==> src/rtl/button_press_classifier.sv <==
// Turns the debounced button level into press / short-click / long-press / repeat / release strobes.
// Latency: every strobe and `held` is registered, one clk after the sampled condition.
// Backpressure: none; strobes are single-cycle and downstream must take them when they appear.
module button_press_classifier #(
    parameter int LONG_MS   = 1000,
    parameter int REPEAT_MS = 200,
    parameter int CNT_W     = 11
) (
    input  logic clk,
    input  logic rst,
    input  logic tick_1ms,
    input  logic debounced,
    output logic press_pulse,
    output logic short_click,
    output logic long_press,
    output logic repeat_pulse,
    output logic release_pulse,
    output logic held
);

    typedef enum logic [1:0] {
        LOCKOUT = 2'd0,
        IDLE    = 2'd1,
        HOLD    = 2'd2,
        REPEAT  = 2'd3
    } state_t;

    localparam logic [CNT_W-1:0] LONG_LAST   = CNT_W'(LONG_MS - 1);
    localparam logic [CNT_W-1:0] REPEAT_LAST = CNT_W'(REPEAT_MS - 1);
    localparam logic [CNT_W-1:0] CNT_ONE     = CNT_W'(1);

    state_t           state;
    logic [CNT_W-1:0] ms_cnt;

    always_ff @(posedge clk or negedge rst) begin
        if (!rst) begin
            state         <= LOCKOUT;
            ms_cnt        <= '0;
            press_pulse   <= 1'b0;
            short_click   <= 1'b0;
            long_press    <= 1'b0;
            repeat_pulse  <= 1'b0;
            release_pulse <= 1'b0;
            held          <= 1'b0;
        end else begin
            press_pulse   <= 1'b0;
            short_click   <= 1'b0;
            long_press    <= 1'b0;
            repeat_pulse  <= 1'b0;
            release_pulse <= 1'b0;
            case (state)
                // A button held through reset must be let go before it can count.
                LOCKOUT: begin
                    if (!debounced) begin
                        state  <= IDLE;
                        ms_cnt <= '0;
                    end
                end
                IDLE: begin
                    if (debounced) begin
                        press_pulse <= 1'b1;
                        held        <= 1'b1;
                        state       <= HOLD;
                        ms_cnt      <= '0;
                    end
                end
                HOLD: begin
                    if (!debounced) begin
                        short_click   <= 1'b1;
                        release_pulse <= 1'b1;
                        held          <= 1'b0;
                        state         <= IDLE;
                        ms_cnt        <= '0;
                    end else if (tick_1ms) begin
                        if (ms_cnt == LONG_LAST) begin
                            long_press <= 1'b1;
                            state      <= REPEAT;
                            ms_cnt     <= '0;
                        end else begin
                            ms_cnt <= ms_cnt + CNT_ONE;
                        end
                    end
                end
                REPEAT: begin
                    if (!debounced) begin
                        release_pulse <= 1'b1;
                        held          <= 1'b0;
                        state         <= IDLE;
                        ms_cnt        <= '0;
                    end else if (tick_1ms) begin
                        if (ms_cnt == REPEAT_LAST) begin
                            repeat_pulse <= 1'b1;
                            ms_cnt       <= '0;
                        end else begin
                            ms_cnt <= ms_cnt + CNT_ONE;
                        end
                    end
                end
                default: begin
                    state  <= LOCKOUT;
                    ms_cnt <= '0;
                end
            endcase
        end
    end

endmodule

==> config.mk <==
export PLATFORM = sky130hd
export DESIGN_NAME = button_press_classifier
export DESIGN_NICKNAME = d
export VERILOG_FILES = /design/src/rtl/button_press_classifier.sv
export SDC_FILE = /design/constraint.sdc
export NUM_CORES = 1
export LEC_CHECK = 0
export BUFFER_PORTS_ARGS = -buffer_cell sky130_fd_sc_hd__buf_2
export CORE_ASPECT_RATIO = 0.5
export CORE_MARGIN = 2
export CORE_UTILIZATION = 35
export DETAILED_ROUTE_END_ITERATION = 10
export PLACE_DENSITY_LB_ADDON = 0.15
export SLEW_MARGIN = 20
export SYNTH_ARGS = -nofsm -noshare
export SYNTH_HDL_FRONTEND = slang
export SYNTH_SLANG_ARGS = --single-unit
==> constraint.sdc <==
create_clock -name clk -period 2.2 [get_ports clk]
set_clock_uncertainty 0.05 [all_clocks]
set_input_delay 0.22 -clock clk [delete_from_list [all_inputs] [get_ports clk]]
set_output_delay 0.22 -clock clk [all_outputs]
set_load 0.005 [all_outputs]
==> flow_summary.toml <==
[die]
dieWidth_microns = 87.3
num_rows = 15
fp.coreArea_sq_um = 3380
start_util_pct = 35.9
dieArea_sq_um = 3980
num_io_pins = 10
die-height_microns = 45.6

[sta]
setup_viol = 0
rsz0062_at_grt = "no"
tns_ns = 0
report.final.slew_viol_count = 0
fin_crit_ns = 1.99
post-route-period-util_pct = 90.5
hold_slack_ns = 0.160
slew_headroom_pct = 69.7
fin_ws_ns = 0.209
finalHoldViolations = 0
tightest_slew_ns = 0.454
fmax_ghz = 0.502

[pwr]
ir_drop_mv = 0.240
power-per-cell-area_nw_per_um2 = 914
leakage_nw = 0.595

[critical_path]
start_kind = "flip-flop"
r2r_start = "state[0]"
critPathCaptureType = "flip-flop"
critPathRequiredTime_ns = 2.31
crit_path_max_fanout = 8
ff2ff_setup_slack_ns = 0.21
r2r_cells = 6
critical_path_class = "reg -> reg"
crit_arrival_ns = 2.10
rr_endpoint = "ms_cnt[10]"

[placed_design]
hpwl_mm = 1.86
gp_congestion = 0.838
port_buffers = 9
preCtsSetupSlack_ns = 0.240

[final_layout]
area_delta_synth_final_pct = 13.7
fillers = 348
num_antenna_cells = 0
nNetsFinal = 149
drive_gt1_share_pct = 22.6

[routing]
drt-pass1-iter-count = 4
remaining_drc_errors = 0
wl_per_cell_microns = 14.4
postRouteAntennaNets = 0
finalWirelength_mm = 2.57
via_per_inst = 5.24
drtIter0Drc = 31
via_count = 938

[clocking]
root_buffer = "clkbuf_8"
clk_pin_slew_ns = 0.08
cts_resized = 0
numCtsBuffers = 3
cts-htree-levels = 1
clockBufferDepth = 2
clock_latency_ns = 0.27
cts_tree = "built"
cts_sinks = 19

[logic_synthesis]
syn_area_sq_um = 1210
synth_commonest_cells = "19 x dfrtp_1, 17 x nand2_1, 9 x nor2_1, 9 x o211ai_1"
async_reset_ff_share_pct = 100
yosysSeqAreaShare_pct = 39.2
ys_ff_latch = 19
yosysWarnings = 0
synth_edf_count = 0
synthCells = 123
synth_top_area_share_pct = 39.2
syn_area_per_cell_sq_um = 9.87
synthFlopType = "dfrtp_1"
synth.most_common_cell = "dfrtp_1"
synthTopCellsByArea = "dfrtp_1 39%, ha_1 7.2%, o311ai_2 6.7%"
synthesis.nets = 134
synth_top_cell_by_area = "dfrtp_1"
synth.distinct_cells = 40

[flow_run]
drv_cap = 0

[status]
status = "completed"

[grt]
grt_pass1_vias = 853
grt_overflow = 0
grt_first_pass_wirelength_mm = 4.37
grt_max_degree = 20
grt.total_usage_pct = 14.5
antenna_found_initial = 0

[worst_hold_path]
hold_end = "repeat_pulse"
hold_class = "in -> reg"
whs_path_depth = 3
hp-start = "tick_1ms"
[metrics by stage]
step,std cells,util [%],instance area [sq um],total power [mW]
floorplan,123,-,1210,0.839
global placement,174,39.2,1320,1.02
detailed placement,174,39.2,1320,1.01
CTS,179,40.9,1380,1.28
global route,179,40.9,1380,1.37
finish,179,40.9,1380,1.26
[cells by family after synthesis]
kind of cell	share of synthesized area [%]
AO/OA/AOI/OAI	23.8
flip-flops	39.2
AND/OR/NAND/NOR	25.4
adder cells (fa/ha/maj)	7.22
buffers and inverters	2.68
multiplexers	1.75
[cells in the final DEF, fill, tap and decap left out, drive strengths merged, types with 2 or more instances in the layout]
cell / count
a21o: 2
a21oi: 4
and2: 3
and3: 2
buf: 13
clkbuf: 3
dfrtp: 19
ha: 7
inv: 4
nand2: 17
nand3: 7
nand4: 2
nor2: 10
nor2b: 4
nor3: 2
o211ai: 9
o21ai: 5
o311ai: 6
o31ai: 2
or3: 2
[state kept, by name, indices dropped and copies added (netlist names)]
register       count
press_pulse        1
ms_cnt            11
state              2
short_click        1
long_press         1
held               1
release_pulse      1
repeat_pulse       1
[power by group]
group	switching [mW]	total (mW)	leakage [nW]	internal [mW]
sequential	0.0372	0.438	0.253	0.401
clock	0.128	0.254	0.0255	0.126
combinational	0.354	0.569	0.316	0.215
total	0.519	1.26	0.595	0.742
[layout make-up]
| class | count | area [sq um] | area share, % |
|---|---|---|---|
| tap | 42 | 52.6 | 3.81 |
| multi-input combinational | 96 | 706 | 51.1 |
| clock buffer | 3 | 41.3 | 2.99 |
| clock inverter | 1 | 5.00 | 0.363 |
| timing repair buffer | 14 | 85.1 | 6.17 |
| sequential | 19 | 475 | 34.5 |
| inverter | 4 | 15.0 | 1.09 |
[critical path, cell delays in order, from the launching register on]
cell      delay (ns)
dfrtp_1         0.42
inv_1           0.14
ha_1            0.33
o21ai_2         0.14
nor3_4          0.36
o21ai_4         0.16
o311ai_2        0.27
[timing repair]
| item | CTS | global route |
|---|---|---|
| hold endpoints to repair | 19 | 0 |
| hold buffers | 1 | 0 |
| buffers inserted | 0 | 0 |
[metal layers]
| metal | vias up | wire length, microns | track usage (%) |
|---|---|---|---|
| li1 | 487 | - | - |
| met1 | 439 | 1400 | 21.1 |
| met2 | 12 | 1120 | 21.5 |
| met3 | 0 | 51 | 3.80 |
| met4 | 0 | 0 | 3.69 |
| met5 | - | 0 | 0 |
[how the worst max path moves through the flow]
stage | cells past startpoint | startpoint | end | slack, ns
after floorplan | 6 | state[0] | ms_cnt[10] | 0.38
after global placement | 5 | ms_cnt[0] | state[0] | 0.27
after detailed placement | 6 | state[0] | ms_cnt[10] | 0.24
after CTS | 6 | state[0] | ms_cnt[10] | 0.20
after global routing | 6 | state[0] | ms_cnt[9] | 0.06
final | 6 | state[0] | ms_cnt[10] | 0.21
(Power assumes the default switching activity.)
